File: config.mk
export PLATFORM = sky130hd
export DESIGN_NAME = jk_bank_sequencer
export DESIGN_NICKNAME = d
export VERILOG_FILES = /design/src/rtl/jk_seq_pkg.sv /design/src/rtl/jk_bank_sequencer_prescaler.sv /design/src/rtl/jk_bank_sequencer.sv
export SDC_FILE = /design/constraint.sdc
export NUM_CORES = 1
export LEC_CHECK = 0
export BUFFER_PORTS_ARGS = -buffer_cell sky130_fd_sc_hd__buf_2
export CAP_MARGIN = 0
export CORE_MARGIN = 2
export CORE_UTILIZATION = 53
export DETAILED_ROUTE_END_ITERATION = 8
export PLACE_DENSITY = 0.77
export SYNTH_ARGS = -nofsm -noshare
export SYNTH_HDL_FRONTEND = slang
export SYNTH_SLANG_ARGS = --single-unit
File: constraint.sdc
create_clock -name clk -period 2.77 [get_ports clk]
set_input_delay 0.277 -clock clk [delete_from_list [all_inputs] [get_ports clk]]
set_output_delay 0.277 -clock clk [all_outputs]
set_load 0.02 [all_outputs]
File: src/rtl/jk_seq_pkg.sv
// jk_seq_pkg: shared encodings for the JK LED bank sequencer.
// FSM states, mode selects and per-bit JK command codes.
package jk_seq_pkg;

  typedef enum logic [1:0] {
    ST_IDLE   = 2'b00,
    ST_RUN    = 2'b01,
    ST_VERIFY = 2'b10,
    ST_FAULT  = 2'b11
  } state_t;

  localparam logic [1:0] MODE_COUNT = 2'b00;
  localparam logic [1:0] MODE_CHASE = 2'b01;
  localparam logic [1:0] MODE_BLINK = 2'b10;
  localparam logic [1:0] MODE_CLEAR = 2'b11;

  // {j,k} per bit
  localparam logic [1:0] JK_HOLD   = 2'b00;
  localparam logic [1:0] JK_SET    = 2'b10;
  localparam logic [1:0] JK_RESET  = 2'b01;
  localparam logic [1:0] JK_TOGGLE = 2'b11;

  // Minimal command moving one flop from cur to nxt.
  function automatic logic [1:0] jk_for(
    input logic cur,
    input logic nxt
  );
    logic [1:0] c;
    if (cur == nxt)
      c = JK_HOLD;
    else if (nxt)
      c = JK_SET;
    else
      c = JK_RESET;
    return c;
  endfunction

endpackage

File: src/rtl/jk_bank_sequencer_prescaler.sv
// jk_prescaler: PW-bit step-rate counter, sync clear, tick at DIV-1.
// Ports: clk, rst (async high), clr, en in; tick out (comb, en-qualified).
module jk_prescaler #(
  parameter int DIV = 25_000_000,
  parameter int PW  = 25
) (
  input  logic clk,
  input  logic rst,
  input  logic clr,
  input  logic en,
  output logic tick
);

  localparam logic [PW-1:0] TC = PW'(DIV - 1);

  logic [PW-1:0] cnt_q;
  logic [PW-1:0] cnt_d;

  always_comb begin
    cnt_d = cnt_q;
    if (clr)
      cnt_d = '0;
    else if (en)
      cnt_d = (cnt_q == TC) ? '0 : cnt_q + PW'(1);
  end

  always_ff @(posedge clk or posedge rst) begin
    if (rst)
      cnt_q <= '0;
    else
      cnt_q <= cnt_d;
  end

  assign tick = en && (cnt_q == TC);

endmodule

File: src/rtl/jk_bank_sequencer.sv
// jk_bank_sequencer: drives J/K/step for an N-bit JK LED bank at a
// prescaled rate and checks each update against the expected Q.
// Ports: clk, rst (async high), start, stop, mode[1:0], q[N-1:0] in;
//        j, k [N-1:0], step, busy, err out.
// Option: JK_SEQ_STEP_EN adds step_req for single manual steps from IDLE.
module jk_bank_sequencer
  import jk_seq_pkg::*;
#(
  parameter int N   = 4,
  parameter int DIV = 25_000_000,
  parameter int PW  = 25
) (
  input  logic         clk,
  input  logic         rst,
  input  logic         start,
  input  logic         stop,
  input  logic [1:0]   mode,
`ifdef JK_SEQ_STEP_EN
  input  logic         step_req,
`endif
  input  logic [N-1:0] q,
  output logic [N-1:0] j,
  output logic [N-1:0] k,
  output logic         step,
  output logic         busy,
  output logic         err
);

  localparam logic [N-1:0] ONE = N'(1);

  state_t       state_q, state_d;
  logic [1:0]   mode_q, mode_d;
  logic [N-1:0] exp_q, exp_d;
  logic         err_q, err_d;
  logic         single_q, single_d;

  logic         tick;
  logic         presc_clr;
  logic         presc_en;
  logic         run_fire;
  logic         req_fire;
  logic         fire;
  logic [1:0]   sel_mode;
  logic [N-1:0] nx;
  logic [N-1:0] jg;
  logic [N-1:0] kg;

  // Counts only in RUN; stop zeroes it so a restart begins a full period.
  assign presc_en  = (state_q == ST_RUN);
  assign presc_clr = (state_q != ST_RUN) || stop;

  jk_prescaler #(
    .DIV (DIV),
    .PW  (PW)
  ) u_presc (
    .clk  (clk),
    .rst  (rst),
    .clr  (presc_clr),
    .en   (presc_en),
    .tick (tick)
  );

  assign run_fire = (state_q == ST_RUN) && tick && !stop;

`ifdef JK_SEQ_STEP_EN
  assign req_fire = (state_q == ST_IDLE) && step_req
                    && !start && !stop;
`else
  assign req_fire = 1'b0;
`endif

  assign fire = run_fire || req_fire;

  // A manual step fires from IDLE before mode is latched.
  assign sel_mode = (state_q == ST_IDLE) ? mode : mode_q;

  always_comb begin
    nx = '0;
    unique case (sel_mode)
      MODE_COUNT: nx = q + ONE;
      MODE_CHASE: nx = $onehot(q)
                       ? {q[N-2:0], q[N-1]} : ONE;
      MODE_BLINK: nx = ~q;
      MODE_CLEAR: nx = '0;
    endcase
  end

  always_comb begin
    jg = '0;
    kg = '0;
    for (int i = 0; i < N; i++) begin
      case (sel_mode)
        MODE_BLINK: {jg[i], kg[i]} = JK_TOGGLE;
        MODE_CLEAR: {jg[i], kg[i]} = JK_RESET;
        default:    {jg[i], kg[i]} = jk_for(q[i], nx[i]);
      endcase
    end
  end

  always_ff @(posedge clk or posedge rst) begin
    if (rst) begin
      state_q  <= ST_IDLE;
      mode_q   <= MODE_COUNT;
      exp_q    <= '0;
      err_q    <= 1'b0;
      single_q <= 1'b0;
    end else begin
      state_q  <= state_d;
      mode_q   <= mode_d;
      exp_q    <= exp_d;
      err_q    <= err_d;
      single_q <= single_d;
    end
  end

  always_comb begin
    state_d  = state_q;
    mode_d   = mode_q;
    exp_d    = exp_q;
    err_d    = err_q;
    single_d = single_q;
    unique case (state_q)
      ST_IDLE: begin
        if (stop) begin
          state_d = ST_IDLE;
        end else if (start) begin
          state_d  = ST_RUN;
          mode_d   = mode;
          err_d    = 1'b0;
          single_d = 1'b0;
        end else if (req_fire) begin
          state_d  = ST_VERIFY;
          mode_d   = mode;
          err_d    = 1'b0;
          single_d = 1'b1;
          exp_d    = nx;
        end
      end
      ST_RUN: begin
        if (stop) begin
          state_d = ST_IDLE;
        end else if (run_fire) begin
          state_d = ST_VERIFY;
          exp_d   = nx;
        end
      end
      ST_VERIFY: begin
        if (stop) begin
          state_d = ST_IDLE;
        end else if (q != exp_q) begin
          state_d = ST_FAULT;
          err_d   = 1'b1;
        end else if (single_q || mode_q == MODE_CLEAR) begin
          state_d = ST_IDLE;
        end else begin
          state_d = ST_RUN;
        end
      end
      ST_FAULT: begin
        if (stop)
          state_d = ST_IDLE;
      end
    endcase
  end

  always_comb begin
    step = fire;
    j    = fire ? jg : '0;
    k    = fire ? kg : '0;
    busy = (state_q == ST_RUN) || (state_q == ST_VERIFY);
    err  = err_q;
  end

endmodule

==> run summary, run 1 <==
WL per Instance = 13.3 um
First-pass GRT wire length = 7.02 mm
CP endpoint kind = output port
Synthesized area = 2190 um2
Post-layout util = 0.639
RSZ-0062 raised after global routing = true
Cell total after placement = 310
Fin. max-slew vios = 0
Total gr overflow = 0
Crit path time final = 2750 ps
Max Cap Violations = 0
Pint = 791 uW
Post-synth EDFFs = 0
Critical Path RT = 2490 ps
Critical path class = in -> out
Clock Path Buffers = 2
TritonCTS Buffers = 5
Total Neg Setup Slack = 0 ps
Avg Cell Area, Syn = 9.17 um2
Nets = 288
Gp weighted congestion = 0.895
GRT Overall Usage = 0.199
Die area = 4660 um2
Switching Fraction = 0.285
Vias in the first global route = 1658
Syn Nets = 259
Initial antenna violation count = 0
Final hold violation count = 0
Final cell count without fillers = 318
Cell variety after synth = 51
Post-Synthesis Cells = 239
DR pass1 iterations = 4
Worst setup SP type = input port
Routed WL = 4.23 mm
Clock latency on the worst-skew pair = 280 ps
Synth-to-layout area growth = 16.7%
Clock Power Share = 0.300
F_max = 364 MHz
PortBufs = 20
Initial Util = 0.548
DIE WIDTH = 68.3 um
Worst slew margin = 0.663
Gate power share = 0.228
Antenna Nets Post-Route = 0
Crit-path max FO = 4
Initial DRC Count = 107
Sequential element share of the synthesized area = 0.388
Fraction of layout cells with a size suffix above 1 = 0.235
Period utilization = 0.993
P_sw = 315 uW
Num Clock Sinks = 34
Skew final = 5.06 ps
Worst hold path class = in -> async
Flop pwr share = 0.472
Hold WS = 80.1 ps
Detailed placement HPWL = 3.04 mm
FFs w/ async S/R, synth = 1.00
CTS tree = built
Core area = 4000 um2
Worst EP arrival = 2470 ps
Hold_buf cts = 0
Synth warn = 0
CTS root buffer = clkbuf_8
Reg2reg path depth = 7
Peak VDD IR = 0.345 mV
Via Count = 1746
Htree depth = 2
Worst-path clk slew = 60 ps
Leakage = 1.12 nW
Setup violators final = 0
Vias per cell = 5.49
Drc violations = 0
Die H = 68.3 um
Rows = 23
Diode count = 0
Largest net degree at the start of global routing = 35
Slew @ Worst Pin = 502 ps
Status = finished, final reports clean
Primary FF master, synth = dfrtp_1
Pwr/cell area = 433 nW/um2
#FFs+latches synth = 34
Ports = 21
==> metal layers <==
metal / part of all wire / vias to the layer above / global-route usage
met5: 0 / - / 0
met4: 0.010 / 0 / 0.0525
met3: 0.035 / 8 / 0.0395
met2: 0.49 / 40 / 0.342
met1: 0.47 / 815 / 0.254
li1: - / 883 / -
==> power groups by stage <==
stage | Clock, mW | Sequential [mW] | Combinational (mW)
floorplan | 0 | 0.528 | 0.184
global placement | 0 | 0.530 | 0.234
detailed placement | 0 | 0.531 | 0.237
CTS | 0.341 | 0.522 | 0.245
global route | 0.358 | 0.523 | 0.280
finish | 0.332 | 0.522 | 0.252
==> cell families (layout without fill, tap and decap cells) <==
kind of cell	count (synthesis)	in the layout	share of synthesized area
AO/OA/AOI/OAI	40	40	0.115
XOR/XNOR	26	26	0.104
adder cells (fa/ha/maj)	10	10	0.0605
buffers and inverters	25	54	0.0605
flip-flops	34	34	0.388
multiplexers	7	7	0.0365
AND/OR/NAND/NOR	97	97	0.235
==> cell usage in the layout, fill, tap and decap left out, types with 2 or more instances in the layout <==
master    instances
nor2_1           32
nor2_4            2
a22oi_1           3
o21a_1            2
o21ai_1           4
buf_4            15
and3_1            3
and4_2            2
or3_1             3
ha_1              7
clkbuf_8          5
inv_1            10
xnor2_1           7
clkbuf_1          2
inv_4             2
xor2_1           19
o211ai_1          2
mux2_2            4
a21o_1            2
a21oi_1          13
dfrtp_1          34
nand4_1           6
nand2_1          13
nor3_1            3
buf_2            12
buf_6             5
nor4_1            3
o21ai_0           6
nand3_1          16
==> through the flow <==
stage | cell area (um2) | setup slack, ps | total power [mW]
6_report | 2560 | 19.5 | 1.11
5_1_grt | 2560 | -77.0 | 1.16
4_1_cts | 2520 | -93.7 | 1.11
3_5_place_dp | 2400 | -148 | 0.768
3_3_place_gp | 2400 | -96.8 | 0.764
2_1_floorplan | 2260 | 12.3 | 0.712
==> synth_stat cells (2+ instances only) <==
library cell | instances | area share
nand2_1 | 13 | 0.022
buf_2 | 3 | 0.0069
nor4_1 | 3 | 0.0086
nand4_1 | 6 | 0.017
dfrtp_1 | 34 | 0.39
inv_1 | 13 | 0.022
xor2_1 | 19 | 0.076
o211ai_1 | 2 | 0.0069
a21oi_1 | 13 | 0.030
a22oi_1 | 4 | 0.014
xnor2_1 | 7 | 0.028
buf_6 | 4 | 0.021
o21ai_0 | 7 | 0.016
nand3_1 | 16 | 0.037
and3_1 | 3 | 0.0086
and4_2 | 2 | 0.0091
or3_1 | 4 | 0.011
a21o_1 | 2 | 0.0069
clkbuf_1 | 3 | 0.0051
o21ai_1 | 3 | 0.0069
nor3_1 | 3 | 0.0069
mux2_2 | 4 | 0.021
o21a_1 | 2 | 0.0069
ha_1 | 9 | 0.051
nor2_1 | 34 | 0.058
==> critical path: stages <==
cell and delay (ps):
buf_8 80, inv_4 30, fa_1 520, inv_1 50, ha_2 170, ha_4 210
or3b_4 390, nor3_4 190, nand2_1 110, a21o_1 190, a21oi_4 120, buf_6 130
==> flip-flops by register name (all words and copies together), names as in the netlist <==
| name | cells |
|---|---|
| err | 1 |
| exp_q | 4 |
| mode_q | 2 |
| state_q | 2 |
| u_presc.cnt_q | 25 |
==> cell type report <==
cell class / instances / area [um2]
multi-input combinational: 180 / 1260
clock buffer: 7 / 76.3
inverter: 14 / 58.8
timing repair buffer: 33 / 244
sequential: 34 / 851
fill: 333 / 1440
tap: 50 / 62.6
==> timing repair <==
action                     in CTS  in global routing
setup endpoints to repair       5                  7
pin swaps                      13                 11
setup buffers                   0                  1
gates resized for setup        11                  9
==> final timing paths <==
kind                                  start                to  slack, ps
setup / recovery                       q[1]              j[2]         20
hold / removal                          rst               err         80
setup reg to reg                 state_q[1]          exp_q[2]        550
hold reg to reg            u_presc.cnt_q[0]  u_presc.cnt_q[0]        490
max in group asynchronous               rst  u_presc.cnt_q[3]       2390
min in group clk                       stop        state_q[0]        220
No activity file was read; power rests on OpenSTA's default activity.
==> run 2, diff against run 1 <==
--- a/config.mk
+++ b/config.mk
@@ -8,9 +8,10 @@
 export BUFFER_PORTS_ARGS = -buffer_cell sky130_fd_sc_hd__buf_2
 export CAP_MARGIN = 0
 export CORE_MARGIN = 2
-export CORE_UTILIZATION = 53
+export CORE_UTILIZATION = 54
 export DETAILED_ROUTE_END_ITERATION = 8
-export PLACE_DENSITY = 0.77
+export PLACE_DENSITY = 0.78
 export SYNTH_ARGS = -nofsm -noshare
 export SYNTH_HDL_FRONTEND = slang
+export SYNTH_HIERARCHICAL = 1
 export SYNTH_SLANG_ARGS = --single-unit
==> run 2 against run 1 <==
The run now ends with negative setup slack left. Register-to-register slack worse by 340 ps. Final cell count up 10%. Design area up 15%. Via count up 19%. Wire length up 40%. Non-clock buffer count up 19. Combinational power rose to 3.0 times the previous value. Total power up 59%. Sequential cell count unchanged. Core utilization up 8.7 points. Synthesized cell count up 3.3%. Largest cell class unchanged. Largest power group is now combinational cells. Highest routed layer unchanged.
==> run summary, run 2 <==
Fill cell count = 272 (was 333)
Routed WL = 5.91 mm (was 4.23 mm)
TritonCTS Buffers = 5 (unchanged)
Worst slew margin = 0.357 (was 0.663)
Synthesized area = 2320 um2 (was 2190 um2)
R2R Path End = state_q[1] (was exp_q[2])
F_max = 354 MHz (was 364 MHz)
GRT Overall Usage = 0.238 (was 0.199)
Synth warn = 6 (was 0)
Slew @ Worst Pin = 963 ps (was 502 ps)
Total gr overflow = 0 (unchanged)
Htree depth = 2 (unchanged)
Avg Cell Area, Syn = 9.39 um2 (was 9.17 um2)
Diode count = 0 (unchanged)
Setup violators final = 2 (was 0)
Rows = 23 (unchanged)
#FFs+latches synth = 34 (unchanged)
Via Count = 2073 (was 1746)
Post-synth top area share = 0.367 (was 0.388)
Reg2Reg Setup Slack = 210 ps (was 550 ps)
Commonest non-fill, non-tap cell in the layout = nor2_1 (was dfrtp_1)
Pwr/cell area = 598 nW/um2 (was 433 nW/um2)
First-pass GRT wire length = 9.26 mm (was 7.02 mm)
CP peak stage delay = 550 ps (was 520 ps)
FFs w/ async S/R, synth = 1.00 (unchanged)
Slowest-stage cell, CP = or4_4 (was fa_1)
Critical Path RT = 2490 ps (about the same)
Initial Util = 0.572 (was 0.548)
Largest area contributor in the netlist = dfrtp_1 (unchanged)
Total Neg Setup Slack = -103 ps (was 0 ps)
CTS tree = built (unchanged)
CP Cell Sequence = or4_4, nor4_4, and3_4, inv_2, or2_4, buf_6, o31ai_4, buf_6 (was buf_8, inv_4, fa_1, inv_1, ha_2, ha_4, or3b_4, nor3_4, nand2_1, a21o_1, a21oi_4, buf_6)
Reg-to-Reg Start = u_presc/cnt_q[8] (was state_q[1])
Post-synth EDFFs = 0 (unchanged)
Vias in the first global route = 1972 (was 1658)
Fin. max-slew vios = 0 (unchanged)
Sequential element share of the synthesized area = 0.367 (was 0.388)
Period utilization = 1.02 (was 0.993)
Num Clock Sinks = 34 (unchanged)
Crit path time final = 2830 ps (was 2750 ps)
Drc violations = 0 (unchanged)
Cell variety after synth = 51 (unchanged)
Skew final = 8.27 ps (was 5.06 ps)
Worst EP arrival = 2550 ps (was 2470 ps)
Pre-CTS setup slack = -216 ps (was -148 ps)
Die area = 4840 um2 (was 4660 um2)
Post-Synthesis Cells = 247 (was 239)
Regs by FF count = u_presc/cnt_q x25, exp_q x4 (was u_presc.cnt_q x25, exp_q x4)
Final hold violation count = 0 (unchanged)
CTS root buffer = clkbuf_8 (unchanged)
Hold path depth = 2
Worst setup SP type = flop (was input port)
CP endpoint kind = output port (unchanged)
Clock latency on the worst-skew pair = 290 ps (was 280 ps)
Die H = 69.5 um (was 68.3 um)
Ports = 21 (unchanged)
Post-layout util = 0.726 (was 0.639)
CP most frequent cell = buf_6
Synth top area cells = dfrtp_1 37%, nor2_1 6.5%, xnor2_1 4.9% (was dfrtp_1 39%, xor2_1 7.6%, nor2_1 5.8%)
PortBufs = 20 (unchanged)
Biggest register = u_presc/cnt_q (was u_presc.cnt_q)
Fraction of layout cells with a size suffix above 1 = 0.333 (was 0.235)
Primary FF master, synth = dfrtp_1 (unchanged)
Gp weighted congestion = 0.884 (was 0.895)
Critical path class = reg -> out (was in -> out)
Peak VDD IR = 0.363 mV (was 0.345 mV)
Syn Nets = 267 (was 259)
Largest register FFs = 25 (unchanged)
DIE WIDTH = 69.5 um (was 68.3 um)
Cell total after placement = 329 (was 310)
Most frequent cells in the layout = 39 x nor2_1, 34 x dfrtp_1, 34 x buf_4 (was 34 x dfrtp_1, 32 x nor2_1, 19 x xor2_1)
Largest net degree at the start of global routing = 26 (was 35)
Crit-path max FO = 6 (was 4)
Detailed placement HPWL = 3.71 mm (was 3.04 mm)
Clock Path Buffers = 2 (unchanged)
Reg2reg path depth = 8 (was 7)
RSZ-0062 raised after global routing = true (unchanged)
Most frequent cell after synthesis = nor2_1
WL per Instance = 16.9 um (was 13.3 um)
Initial antenna violation count = 0 (unchanged)
Final cell count without fillers = 350 (was 318)
Initial DRC Count = 163 (was 107)
Origin of the worst setup path = u_presc/cnt_q[8] (was q[1])
Max Cap Violations = 0 (unchanged)
Antenna Nets Post-Route = 0 (unchanged)
Post-route setup slack = -58.3 ps (was 19.5 ps)
DR pass1 iterations = 4 (unchanged)
Worst hold path class = in -> reg (was in -> async)
Crit path to = j[2] (unchanged)
Synth-to-layout area growth = 27.0% (was 16.7%)
Nets = 319 (was 288)
Core area = 4060 um2 (was 4000 um2)
Top cells by count, synth = 40 x nor2_1, 34 x dfrtp_1, 15 x inv_1 (was 34 x dfrtp_1, 34 x nor2_1, 19 x xor2_1)
Vias per cell = 5.92 (was 5.49)
Violated checks = negative setup slack
Leakage = 1.26 nW (was 1.12 nW)
Worst-path clk slew = 70 ps (was 60 ps)
Status = finished, violations left (was finished, final reports clean)
Hold WS = 229 ps (was 80.1 ps)
## run 2: cell count changes after synthesis, sizes merged, moves of 6 or more
| cell | delta |
|---|---|
| nand3 | -8 |
| xor2 | -8 |
| nand2b | +6 |
| nand4 | +6 |
| nor2 | +6 |
| xnor2 | +6 |
## run 2: repair_timing
item	CTS	global route
endpoints found under the hold margin	9	0
buffers inserted	12	1
endpoints found under the setup margin	9	10
gates resized for setup	23	15
pin swaps	9	7
hold buffers	1	0
## run 2: layout make-up
| class | count | area, um2 | share of cell area |
|---|---|---|---|
| timing repair buffer | 52 | 394 | 0.134 |
| tap | 50 | 62.6 | 0.0212 |
| inverter | 15 | 58.8 | 0.0200 |
| clock buffer | 8 | 110 | 0.0374 |
| multi-input combinational | 191 | 1470 | 0.499 |
| sequential | 34 | 851 | 0.289 |
## run 2: worst min-delay path by stage
stage	to	slack (ps)	startpoint
3_3_place_gp	state_q[0]	270	rst
3_5_place_dp	state_q[1]	280	rst
5_1_grt	state_q[1]	240	stop
6_report	state_q[1]	230	stop
4_1_cts	state_q[1]	220	stop
2_1_floorplan	err	100	rst
## run 2: worst max-delay path: cells and delay by family, from the launching register on
family | cells | cell delay (ps)
compound gates | 1 | 190
buf+inv | 3 | 340
flops | 1 | 390
simple gates | 4 | 1350
## run 2: cells by family after synthesis
group,count (synthesis),share of synthesized area
AND/OR/NAND/NOR,107,0.266
AO/OA/AOI/OAI,41,0.114
buffers and inverters,22,0.0491
adder cells (fa/ha/maj),10,0.0572
XOR/XNOR,24,0.0906
flip-flops,34,0.367
multiplexers,9,0.0561
## run 2: routing by layer
layer	routed length (um)	track usage	vias to the layer above
met5	0	0	-
met4	53	0.0763	0
met3	343	0.0509	5
met2	3020	0.385	62
met1	2490	0.319	1028
li1	-	-	978
## run 2: report_power, final
part	total (mW)	switching, mW	internal (mW)
Combinational	0.759	0.449	0.310
Clock	0.430	0.179	0.251
Sequential	0.571	0.0403	0.531
## run 2: through the flow
| stage | total power, mW | instance area, um2 |
|---|---|---|
| floorplan | 1.10 | 2340 |
| global placement | 1.19 | 2590 |
| detailed placement | 1.20 | 2590 |
| CTS | 1.72 | 2890 |
| global route | 1.85 | 2950 |
| finish | 1.76 | 2950 |
==> run 3, diff against run 2 <==
--- a/config.mk
+++ b/config.mk
@@ -7,6 +7,7 @@
 export LEC_CHECK = 0
 export BUFFER_PORTS_ARGS = -buffer_cell sky130_fd_sc_hd__buf_2
 export CAP_MARGIN = 0
+export CORE_ASPECT_RATIO = 1.1
 export CORE_MARGIN = 2
 export CORE_UTILIZATION = 54
 export DETAILED_ROUTE_END_ITERATION = 8
==> run 3 against run 2 <==
The flow still finishes with violations (negative setup slack). Sequential cell count is the same. Clock skew is 2.9 ps lower. Worst setup slack lost 37 ps. Design area increased by 0.72%. Largest cell class unchanged. Largest power group unchanged. Highest routed layer unchanged.
==> run summary, run 3 (synthesized netlist as in run 2, its figures left out) <==
Status = finished, violations left (unchanged)
Violated checks = negative setup slack (unchanged)
CP endpoint kind = output port (unchanged)
Max Cap Violations = 0 (unchanged)
Routed WL = 5.87 mm (was 5.91 mm)
GR Layer Usage met2 = 0.438 (was 0.385)
Reg2Reg Setup Slack = 90 ps (was 210 ps)
P_sw = 662 uW (was 668 uW)
Post-route setup slack = -95.0 ps (was -58.3 ps)
Origin of the worst setup path = u_presc/cnt_q[17] (was u_presc/cnt_q[8])
Commonest non-fill, non-tap cell in the layout = nor2_1 (unchanged)
Overall Power = 1.71 mW (was 1.76 mW)
Detailed placement HPWL = 3.75 mm (was 3.71 mm)
Grt met1 use = 0.264 (was 0.319)
TritonCTS Buffers = 5 (unchanged)
Met3 Usage GRT = 0.0494 (was 0.0509)
Crit path to = k[2] (was j[2])
Fin. max-slew vios = 0 (unchanged)
Clock Power Share = 0.216 (was 0.244)
Core area = 4220 um2 (was 4060 um2)
CP Cell Sequence = or4b_4, nor4_4, and3_4, inv_2, or2_4, buf_8, a21oi_1, buf_4 (was or4_4, nor4_4, and3_4, inv_2, or2_4, buf_6, o31ai_4, buf_6)
Slew @ Worst Pin = 932 ps (was 963 ps)
Gp weighted congestion = 0.852 (was 0.884)
Clock latency on the worst-skew pair = 280 ps (was 290 ps)
R2R Path End = state_q[1] (unchanged)
Die area = 4840 um2 (about the same)
PortBufs = 20 (unchanged)
Total gr overflow = 0 (unchanged)
Fraction of layout cells with a size suffix above 1 = 0.329 (was 0.333)
Worst setup SP type = flop (unchanged)
Skew final = 5.40 ps (was 8.27 ps)
Initial antenna violation count = 0 (unchanged)
Crit-path max FO = 5 (was 6)
Peak VDD IR = 0.256 mV (was 0.363 mV)
Diode count = 0 (unchanged)
Via Count = 2091 (was 2073)
Cell total after placement = 333 (was 329)
Final cell count without fillers = 352 (was 350)
Initial Util = 0.549 (was 0.572)
Pint = 1.05 mW (was 1.09 mW)
WL per Instance = 16.7 um (was 16.9 um)
Hold WS = 243 ps (was 229 ps)
Ports = 21 (unchanged)
RSZ-0062 raised after global routing = true (unchanged)
Worst hold path class = in -> reg (unchanged)
Num Clock Sinks = 34 (unchanged)
DR pass1 iterations = 4 (unchanged)
DP Area = 2600 um2 (was 2590 um2)
Period utilization = 1.03 (was 1.02)
Die H = 72.7 um (was 69.5 um)
Pwr/cell area = 578 nW/um2 (was 598 nW/um2)
Most frequent cells in the layout = 39 x nor2_1, 34 x dfrtp_1, 31 x buf_4 (was 39 x nor2_1, 34 x dfrtp_1, 34 x buf_4)
Crit path time final = 2860 ps (was 2830 ps)
Biggest register = u_presc/cnt_q (unchanged)
Vias per cell = 5.94 (was 5.92)
Largest net degree at the start of global routing = 26 (unchanged)
Switching Fraction = 0.386 (was 0.380)
Reg2reg path depth = 9 (was 8)
Worst EP arrival = 2590 ps (was 2550 ps)
Rows = 25 (was 23)
Critical Path RT = 2490 ps (about the same)
Initial DRC Count = 133 (was 163)
Reg-to-Reg Start = u_presc/cnt_q[17] (was u_presc/cnt_q[8])
GRT Overall Usage = 0.236 (was 0.238)
Largest register FFs = 25 (unchanged)
Synth-to-layout area growth = 27.9% (was 27.0%)
Leakage = 1.27 nW (was 1.26 nW)
Fin area = 2970 um2 (was 2950 um2)
F_max = 349 MHz (was 354 MHz)
Worst slew margin = 0.378 (was 0.357)
Vias in the first global route = 2064 (was 1972)
DIE WIDTH = 66.5 um (was 69.5 um)
Flop pwr share = 0.336 (was 0.325)
Setup violators final = 4 (was 2)
CTS tree = built (unchanged)
Slowest-stage cell, CP = or4b_4 (was or4_4)
Drc violations = 0 (unchanged)
Clock Path Buffers = 2 (unchanged)
Regs by FF count = u_presc/cnt_q x25, exp_q x4 (unchanged)
CTS root buffer = clkbuf_8 (unchanged)
Gate power share = 0.448 (was 0.431)
Worst-path clk slew = 70 ps (about the same)
Critical path class = reg -> out (unchanged)
Nets = 317 (was 319)
Final hold violation count = 0 (unchanged)
Antenna Nets Post-Route = 0 (unchanged)
First-pass GRT wire length = 8.84 mm (was 9.26 mm)
Most used routing layer = met2 (unchanged)
Htree depth = 2 (unchanged)
CP peak stage delay = 550 ps (about the same)
run 3: cell types whose count changed in the layout (fill, tap and decap cells not counted), sizes merged:
cell,change
clkinv,+1
clkbuf,-1
buf,-3
bufbuf,+1
run 3: power by group through the flow:
| stage | Combinational, mW | Sequential (mW) | Clock (mW) |
|---|---|---|---|
| final | 0.768 | 0.576 | 0.370 |
| after CTS | 0.671 | 0.572 | 0.376 |
| after global routing | 0.830 | 0.579 | 0.399 |
| after floorplan | 0.521 | 0.577 | 0 |
| after global placement | 0.618 | 0.577 | 0 |
| after detailed placement | 0.632 | 0.580 | 0 |
run 3: per-layer routing:
layer,routed length (um),share of wire,vias to the layer above
met5,0,0,-
met1,2440,0.42,1037
met4,79,0.013,0
met3,187,0.032,11
met2,3160,0.54,60
li1,-,-,983
run 3: area by class of cell:
type | count | area, um2
multi-input combinational | 191 | 1490
fill | 297 | 1260
sequential | 34 | 851
timing repair buffer | 50 | 409
clock buffer | 7 | 86.3
tap | 54 | 67.6
inverter | 15 | 61.3
clock inverter | 1 | 5.00
run 3: worst min-delay path by stage:
stage | slack, ps | startpoint | depth (start not counted) | endpoint
4_1_cts | 230 | stop | 2 | state_q[1]
5_1_grt | 250 | stop | 2 | state_q[1]
2_1_floorplan | 100 | rst | 1 | err
3_5_place_dp | 280 | rst | 2 | exp_q[3]
6_report | 240 | stop | 2 | state_q[1]
3_3_place_gp | 270 | rst | 2 | exp_q[0]
run 3: critical path, delay by kind of cell (launching register included):
family          cells  cell delay [ps]
simple gates        4             1370
buf+inv             3              380
flops               1              370
compound gates      1              190
run 3: what timing repair did:
action                                 in CTS  in global routing
buffers inserted                            3                  6
resized for setup                          24                 20
pin swaps                                  10                 11
hold buffers                                1                  0
setup endpoints to repair                   9                  7
endpoints found under the hold margin       9                  0
gates cloned                                1                  0
run 3: through the flow:
stage | utilization | setup TNS (ps) | setup WS, ps
floorplan | - | -254 | -91.3
global placement | 0.615 | -272 | -110
detailed placement | 0.615 | -865 | -225
CTS | 0.676 | -85.2 | -61.8
global route | 0.703 | -912 | -156
finish | 0.703 | -191 | -95.0
